**src/rtl/mlops_pkg.sv**
```systemverilog
// Shared types, default sizes and sizing helpers for the mlops vector buffers.
package mlops_pkg;

  localparam int VEC_LENGTH   = 16;
  localparam int WORKING_REGS = 4;
  localparam int N_BITS       = 12;

  // One read chunk at the default sizes: element i in slot [i].
  typedef logic signed [WORKING_REGS-1:0][N_BITS-1:0] chunk_t;

  // Number of chunks needed to cover a vector (last chunk may be zero-padded).
  function automatic int num_chunks(input int vec_length, input int working_regs);
    return (vec_length + working_regs - 1) / working_regs;
  endfunction

  // Pointer width able to index 0..depth-1, never narrower than one bit.
  function automatic int ptr_width(input int depth);
    return (depth > 1) ? $clog2(depth) : 1;
  endfunction

endpackage

```
**src/rtl/vec_bank.sv**
```systemverilog
// One vector bank: register storage, single write port, chunk-wide read
// with zero padding for element slots beyond the end of the vector.
module vec_bank
  import mlops_pkg::*;
#(
  parameter int VecLength   = VEC_LENGTH,
  parameter int WorkingRegs = WORKING_REGS,
  parameter int NBits       = N_BITS,
  localparam int NumChunks  = num_chunks(VecLength, WorkingRegs),
  localparam int IdxW       = ptr_width(VecLength),
  localparam int ChunkW     = ptr_width(NumChunks)
) (
  input  logic                         clk_in,
  input  logic                         rst_in,
  input  logic                         wr_en,
  input  logic [IdxW-1:0]              wr_idx,
  input  logic [NBits-1:0]             wr_data,
  input  logic [ChunkW-1:0]            rd_chunk,
  output logic [WorkingRegs*NBits-1:0] rd_data
);

  logic [NBits-1:0] mem_q [VecLength];
  logic [NBits-1:0] mem_d [VecLength];

  // Next storage contents: only the addressed element changes on a write.
  always_comb begin
    for (int i = 0; i < VecLength; i++) begin
      mem_d[i] = (wr_en && (wr_idx == IdxW'(i))) ? wr_data : mem_q[i];
    end
  end

  // Storage registers, cleared by reset.
  always_ff @(posedge clk_in) begin
    if (rst_in) begin
      for (int i = 0; i < VecLength; i++) begin
        mem_q[i] <= '0;
      end
    end else begin
      mem_q <= mem_d;
    end
  end

  // Chunk read: each real element lands in its slot when its chunk is selected;
  // slots past the vector end are never driven and stay zero.
  always_comb begin
    rd_data = '0;
    for (int e = 0; e < VecLength; e++) begin
      rd_data[(e % WorkingRegs)*NBits +: NBits] =
        rd_data[(e % WorkingRegs)*NBits +: NBits] |
        (mem_q[e] & {NBits{rd_chunk == ChunkW'(e / WorkingRegs)}});
    end
  end

endmodule

```
**src/rtl/vec_chunk_buffer.sv**
```systemverilog
// Double-banked inter-layer vector buffer: upstream fills one bank element by
// element while downstream reads the other bank chunk by chunk.
module vec_chunk_buffer
  import mlops_pkg::*;
#(
  parameter int VecLength   = VEC_LENGTH,
  parameter int WorkingRegs = WORKING_REGS,
  parameter int NBits       = N_BITS
) (
  input  logic                         clk_in,
  input  logic                         rst_in,
  input  logic                         wr_en,
  input  logic [NBits-1:0]             wr_data,
  output logic                         wr_ready,
  output logic                         in_data_ready,
  output logic [WorkingRegs*NBits-1:0] in_data,
  input  logic                         req_chunk_in,
  input  logic                         req_chunk_ptr_rst,
  input  logic                         rd_release,
  output logic                         overflow
);

  localparam int NumChunks = num_chunks(VecLength, WorkingRegs);
  localparam int IdxW      = ptr_width(VecLength);
  localparam int ChunkW    = ptr_width(NumChunks);
  localparam logic [IdxW-1:0]   LastIdx   = IdxW'(VecLength - 1);
  localparam logic [ChunkW-1:0] LastChunk = ChunkW'(NumChunks - 1);

  logic              wb_q, wb_d;
  logic              rb_q, rb_d;
  logic [IdxW-1:0]   wr_idx_q, wr_idx_d;
  logic [ChunkW-1:0] rd_chunk_q, rd_chunk_d;
  logic [1:0]        full_q, full_d;
  logic              overflow_q, overflow_d;

  logic                         wr_fire_s;
  logic                         rel_fire_s;
  logic [1:0]                   bank_we_s;
  logic [WorkingRegs*NBits-1:0] bank_rd_s [2];

  // Handshake outputs come straight from state flops, never from inputs.
  assign wr_ready      = ~full_q[wb_q];
  assign in_data_ready = full_q[rb_q];
  assign overflow      = overflow_q;
  assign wr_fire_s     = wr_en & ~full_q[wb_q];
  assign rel_fire_s    = rd_release & full_q[rb_q];
  assign in_data       = full_q[rb_q] ? bank_rd_s[rb_q] : '0;

  // Next pointers and flags; write completion and release touch different
  // banks, so both may update full_d in the same cycle.
  always_comb begin
    wb_d       = wb_q;
    rb_d       = rb_q;
    wr_idx_d   = wr_idx_q;
    rd_chunk_d = rd_chunk_q;
    full_d     = full_q;
    overflow_d = overflow_q;

    if (wr_fire_s) begin
      if (wr_idx_q == LastIdx) begin
        full_d[wb_q] = 1'b1;
        wb_d         = ~wb_q;
        wr_idx_d     = '0;
      end else begin
        wr_idx_d = wr_idx_q + IdxW'(1);
      end
    end else if (wr_en) begin
      overflow_d = 1'b1;
    end else begin
      overflow_d = overflow_q;
    end

    if (rel_fire_s) begin
      full_d[rb_q] = 1'b0;
      rb_d         = ~rb_q;
      rd_chunk_d   = '0;
    end else if (req_chunk_ptr_rst) begin
      rd_chunk_d = '0;
    end else if (req_chunk_in) begin
      rd_chunk_d = (rd_chunk_q == LastChunk) ? '0 : rd_chunk_q + ChunkW'(1);
    end else begin
      rd_chunk_d = rd_chunk_q;
    end
  end

  // Pointer and flag registers with synchronous reset.
  always_ff @(posedge clk_in) begin
    if (rst_in) begin
      wb_q       <= 1'b0;
      rb_q       <= 1'b0;
      wr_idx_q   <= '0;
      rd_chunk_q <= '0;
      full_q     <= 2'b00;
      overflow_q <= 1'b0;
    end else begin
      wb_q       <= wb_d;
      rb_q       <= rb_d;
      wr_idx_q   <= wr_idx_d;
      rd_chunk_q <= rd_chunk_d;
      full_q     <= full_d;
      overflow_q <= overflow_d;
    end
  end

  for (genvar b = 0; b < 2; b++) begin : g_bank
    assign bank_we_s[b] = wr_fire_s & (wb_q == 1'(b));

    vec_bank #(
      .VecLength   (VecLength),
      .WorkingRegs (WorkingRegs),
      .NBits       (NBits)
    ) u_bank (
      .clk_in   (clk_in),
      .rst_in   (rst_in),
      .wr_en    (bank_we_s[b]),
      .wr_idx   (wr_idx_q),
      .wr_data  (wr_data),
      .rd_chunk (rd_chunk_q),
      .rd_data  (bank_rd_s[b])
    );
  end

endmodule

```
**config.mk**
```make
export PLATFORM = sky130hd
export DESIGN_NAME = vec_chunk_buffer
export DESIGN_NICKNAME = d
export VERILOG_FILES = /design/src/rtl/mlops_pkg.sv /design/src/rtl/vec_bank.sv /design/src/rtl/vec_chunk_buffer.sv
export SDC_FILE = /design/constraint.sdc
export NUM_CORES = 1
export LEC_CHECK = 0
export ABC_AREA = 1
export CAP_MARGIN = 20
export CELL_PAD_IN_SITES_DETAIL_PLACEMENT = 0
export CELL_PAD_IN_SITES_GLOBAL_PLACEMENT = 1
export CORE_MARGIN = 2
export CORE_UTILIZATION = 44
export DETAILED_ROUTE_END_ITERATION = 10
export HOLD_SLACK_MARGIN = 0.15
export PLACE_DENSITY = 0.77
export SLEW_MARGIN = 20
export SYNTH_ARGS = -nofsm -noshare
export SYNTH_HDL_FRONTEND = slang
export SYNTH_SLANG_ARGS = --single-unit
export TNS_END_PERCENT = 20
```
**constraint.sdc**
```tcl
create_clock -name clk_in -period 1.96 [get_ports clk_in]
set_input_delay 0.196 -clock clk_in [delete_from_list [all_inputs] [get_ports clk_in]]
set_output_delay 0.196 -clock clk_in [all_outputs]
set_load 0.01 [all_outputs]
```
==> Yosys cells after proc, flatten, opt, wreduce, memory -nomap -nowiden <==
Index checks and enable logic that the tools add are counted.
{ "totals": {"register_bits": 395, "wordCells": 187, "inputBits": 18} }
{ "op_classes": {"n_addsub": 2, "eq_ne": 18, "muxes": 17, "bitwise_logic": 68, "order_cmp": 5, "reduce_logical": 39} }
{ "ops": {"columns": ["cell", "count"], "rows": [
  ["12-bit bitwise AND", 32],
  ["12-bit bitwise OR", 24],
  ["48-bit two-way mux", 4],
  ["1-bit logical AND", 34],
  ["4-bit == test (second input constant)", 8],
  ["4-bit by 3-bit == test with 1-bit output (second input constant)", 4],
  ["4-bit by 2-bit == test with 1-bit output (second input constant)", 2],
  ["2-bit two-way mux", 4],
  ["1-bit two-way mux", 6],
  ["4-bit by 1-bit adder with 4-bit output (second input constant)", 1],
  ["1-bit bitwise AND", 4],
  ["2-bit == test (second input constant)", 2],
  ["4-bit by 1-bit == test with 1-bit output (second input constant)", 1],
  ["4-bit zero test", 1],
  ["1-bit by 2-bit less-than comparator with 1-bit output (second input constant)", 2],
  ["4-bit two-way mux", 1],
  ["1-bit NOT", 4],
  ["2-bit AND reduction", 2],
  ["3-bit OR reduction", 1],
  ["2-bit by 1-bit adder with 2-bit output (second input constant)", 1],
  ["2-bit bitwise AND", 1],
  ["1-bit demux with 1-bit select", 2],
  ["2-bit by 1-bit == test with 1-bit output (second input constant)", 1],
  ["1-bit >= comparator (second input constant)", 2],
  ["other kinds (5)", 5]
]} }

==> Depth between registers and ports, before layout <==
{ "depth": {"depth_word": 9, "mapped_depth": 9, "ltp_nobuf": 7} }

==> By module <==
A second synthesis with hierarchy kept.
{ "hier_totals": {"cells_unflattened": 3160, "area_unflattened_um2": 19439.9} }
{ "by_module_without_submodules": {"columns": ["module", "instances", "cells_each", "area_per_inst_um2"], "rows": [
  ["vec_bank", 2, 1414, 8959.8],
  ["vec_chunk_buffer", 1, 332, 1520.2]
]} }

==> Worst setup path after synthesis <==
OpenSTA, ideal clock, no wires.
{ "synth_path": {"kind": "register to output", "from": "register rd_chunk_q[0]", "to": "output port in_data[13]", "t_arrival_ns": 1.447, "setup_slack_ns": 0.317, "path_stages_with_launch": 10, "path_buffers": 3, "path_cell_list": "dfxtp_1 -> inv_1 -> ha_1 -> clkbuf_1 -> buf_2 -> buf_2 -> nand2_1 -> nand4_1 -> nor2_1 -> nor2_1"} }
{ "synth_via": {"elab_chain_len": 9} }
{ "synth_rtl": {"columns": ["item", "line_no", "text"], "rows": [
  ["from (decl)", "vec_chunk_buffer.sv:32", "logic [ChunkW-1:0] rd_chunk_q, rd_chunk_d;"],
  ["from (signal assigned)", "vec_chunk_buffer.sv:99", "rd_chunk_q <= rd_chunk_d;"],
  ["2-bit by 1-bit == test with 1-bit output / 2-bit zero test (equally long branches)", "vec_bank.sv:50", "(mem_q[e] & {NBits{rd_chunk == ChunkW'(e / WorkingRegs)}});"],
  ["12-bit bitwise AND", "vec_bank.sv:50", null],
  ["12-bit bitwise OR (3 in series)", "vec_bank.sv:49", "rd_data[(e % WorkingRegs)*NBits +: NBits] |"],
  ["48-bit two-way mux (implied by the code) (*) (3 in series)", "vec_chunk_buffer.sv:47", "assign in_data = full_q[rb_q] ? bank_rd_s[rb_q] : '0;"],
  ["48-bit two-way mux (*)", "vec_chunk_buffer.sv:47", null],
  ["to (decl)", "vec_chunk_buffer.sv:16", "output logic [WorkingRegs*NBits-1:0] in_data,"]
]} }
Mark *: on every way between the ends. The rest lies on a longest branch, timed or not. The select of a mux whose other input is x is not followed.

==> Final worst setup path <==
{ "layout_path": {"from": "register rd_chunk_q[0]", "to": "output port in_data[5]"} }
Same word-level chain as after synthesis.

==> results.md <==
* Result of the run: complete, but fails checks
* Failing checks: negative setup slack
* Slew headroom at 0.574
* Detailed-route via count at 18582
* Min-Delay Startpoint: rd_release
* Number of design rule violations left after detail routing at 0
* Total clock sinks at 395
* Area of the core at 0.0399 mm2
* Commonest cells after routing, fill and taps aside: sky130_fd_sc_hd__nand2_1, sky130_fd_sc_hd__nor2_1, sky130_fd_sc_hd__dfxtp_1
* Leakage power of the design at 8.74 nW
* Worst r2r dst: g_bank[1].u_bank.mem_q[184]
* Syn Std Cell Area at 0.0178 mm2
* Final instance area at 0.0224 mm2
* Cell at the root of the clock tree: sky130_fd_sc_hd__clkbuf_16
* Setup crit end kind: output pin
* Period utilisation layout at 1.24
* Cell area reported after detailed placement at 0.0202 mm2
* Total area of sequential cells at 0.00791 mm2
* Max Clk Rate at 413 MHz
* Critical path class: register to output pin
* Global-route wire length before repair at 106000 um
* Slowest cell on the critical path: sky130_fd_sc_hd__dfxtp_2
* Number of maximum-capacitance violations at 0
* Setup slack of the most critical reg-to-reg path at 0.20 ns
* Sequential-to-total area share from yosys stat at 0.443
* Initial Util at 0.447
* Power, Total at 18.0 mW
* Detailed Routing Iterations Pass 1 at 6
* Unrepaired setup endpoints after global routing: true
* Global router's overall resource usage at 0.327
* Clock network latency to the later pin of the worst-skew pair at 0.59 ns
* Average cell area after synthesis at 6.75 um2
* Die Y-Extent at 205 um
* Data arrival time of the worst path at 2.23 ns
* Biggest fanout along the worst timing path at 7
* Antenna violations before repair at 0
* Cts-stage hold buffer count at 0
* Tightest Pin Transition at 0.639 ns
* Post-synth net total at 2668
* CTS tree: built
* Routed length per instance at 20.9 um
* Post-DP HPWL at 44600 um
* Final core area utilization at 0.561
* Path category of the worst min-delay check: primary input to register
* Number of synthesized register bits at 395
* DRT antenna net count at 0
* Yosys warning total at 0
* Number of standard cells after synthesis at 2642
* Pre-CTS setup slack at -0.335 ns
* Number of clock buffers inserted by TritonCTS at 47
* Net count, final at 2761
* Delay contributed by the slowest stage of the critical path at 0.34 ns
* Depth of the worst register-to-register path at 8
* Fillcell total at 3856
* Antenna cell count at 0
* CTS H-tree lvls at 2
* Total gr overflow at 0
* Sum of routed wire length over all layers at 68800 um
* Required time of the worst setup path at 1.76 ns
* Multi-input combinational cell area at 0.00920 mm2
* Crit path buf inv count at 5
* Share of final-layout standard cells stronger than drive strength 1 at 0.174
* Number of input and output port buffers inserted at 68
* Most common library cell in the layout ignoring fill and taps: sky130_fd_sc_hd__nand2_1
* Final-layout setup total negative slack at -17.94 ns
* Site row count at 73
* Final setup slack of the worst path at -0.463 ns
* Type of origin of the critical path: register
* Number of library cell types mapped by synthesis at 24
* Via count of the first global-routing pass at 17574
* Crit Reg-Reg Startpoint: wr_idx_q[0]
* Final setup fails at 48
* Pins Over Slew Limit at 0
* Series of cell instances along the critical path: buf_6 -> ha_4 -> buf_6 -> buf_12 -> buf_6 -> nand2_2 -> nand4_1 -> nand2_1 -> nor2_2 -> buf_2
* Final Skew at 0.0225 ns
* Via count normalized by instance count at 5.64
* Die width at 205 um
* Clk pin slew, worst setup/hold paths at 0.06 ns
* IR Drop Worst-Case VDD at 0.000533 V
* Top-Level Pins at 69
* DIE AREA at 0.0422 mm2
* P per Cell Area at 804 mW/mm2
* Final Hold Vio Count at 0
* Top delay family on crit path: buffers and inverters
* Hold-critical path endpoint: rb_q
* Number of cells traversed by the worst hold path at 3
* Signed area change from the synthesized netlist to the final layout at 25.5%
* Maximum number of pins on one net before global-route repair at 56
* Initial detailed-routing violation count at 1897
* Placer's final routability congestion estimate at 0.891
* Crit path time final at 2.42 ns
* Largest buffer count on any clock path at 3
* Crit-path most repeated cell: sky130_fd_sc_hd__buf_6
-- cell type report --
cell class              instances  area share
well taps                     525      0.0293
multi-input cells            1980       0.411
repair buffers                285       0.134
flip-flops and latches        395       0.353
clock buffers                  78      0.0645
clock inverters                 8     0.00302
inverters                      26     0.00480
-- worst max-delay path by stage --
stage | start | end | slack, ns | cells after the start
finish | rd_chunk_q[0] | in_data[5] | -0.46 | 10
global route | rd_chunk_q[0] | in_data[11] | -0.51 | 10
CTS | rd_chunk_q[1] | in_data[9] | -0.50 | 10
detailed placement | rd_chunk_q[0] | in_data[4] | -0.33 | 9
global placement | rd_chunk_q[0] | in_data[4] | -0.29 | 9
floorplan | rd_chunk_q[0] | in_data[13] | 0.32 | 9
-- routing by layer --
metal,vias to the layer above,part of all wire,global-route usage
met3,161,0.068,0.0436
met5,-,0,0
met2,747,0.45,0.529
met4,0,0.039,0.124
li1,8826,-,-
met1,8848,0.44,0.444
-- worst min-delay path, cell delays in order --
cell and delay, ns:
sky130_fd_sc_hd__clkdlybuf4s50_1 0.42, sky130_fd_sc_hd__nand3_1 0.13, sky130_fd_sc_hd__a21oi_1 0.07
-- synthesized netlist by cell type, drive strengths merged --
master,n,share of area
o21ai,296,0.083
xor2,1,0.00049
nand4,90,0.032
dfxtp,395,0.44
a31oi,1,0.00035
nor2,614,0.14
nor3,288,0.081
ha,8,0.0056
clkbuf,136,0.029
a21oi,57,0.016
buf,105,0.032
nand2,601,0.13
inv,26,0.0055
nand3,24,0.010
-- repair_timing --
| action | in CTS | in global routing |
|---|---|---|
| gates resized for setup | 323 | 55 |
| hold endpoints to repair | 0 | 0 |
| endpoints found under the setup margin | 53 | 62 |
| setup buffers | 29 | 10 |
| gates cloned | 7 | 3 |
| pin swaps | 77 | 68 |
-- kinds of logic after synthesis --
logic type | count (synthesis) | synth area share
AOI/OAI and AO/OA | 354 | 0.0994
and+or+nand+nor | 1617 | 0.385
DFF | 395 | 0.443
buffers and inverters | 267 | 0.0660
xor gates and xnor gates | 1 | 0.000491
adders and majority gates | 8 | 0.00561
-- power by group --
part | switching, mW | internal, mW | total [mW]
logic | 0.819 | 0.387 | 1.21
registers | 0.0364 | 8.09 | 8.13
clock network | 3.55 | 5.13 | 8.68
-- state kept, by name, summed over array words and instances (netlist names) --
register,cells
g_bank.u_bank.mem_q,384
wr_idx_q,4
full_q,2
rd_chunk_q,2
overflow,1
rb_q,1
wb_q,1
-- through the flow --
step,hold WS (ns),instances
4_1_cts,0.265,3293
5_1_grt,0.357,3297
3_5_place_dp,0.473,3179
6_report,0.288,3297
3_3_place_gp,0.463,3179
2_1_floorplan,0.265,2642
(Power assumes the default switching activity.)
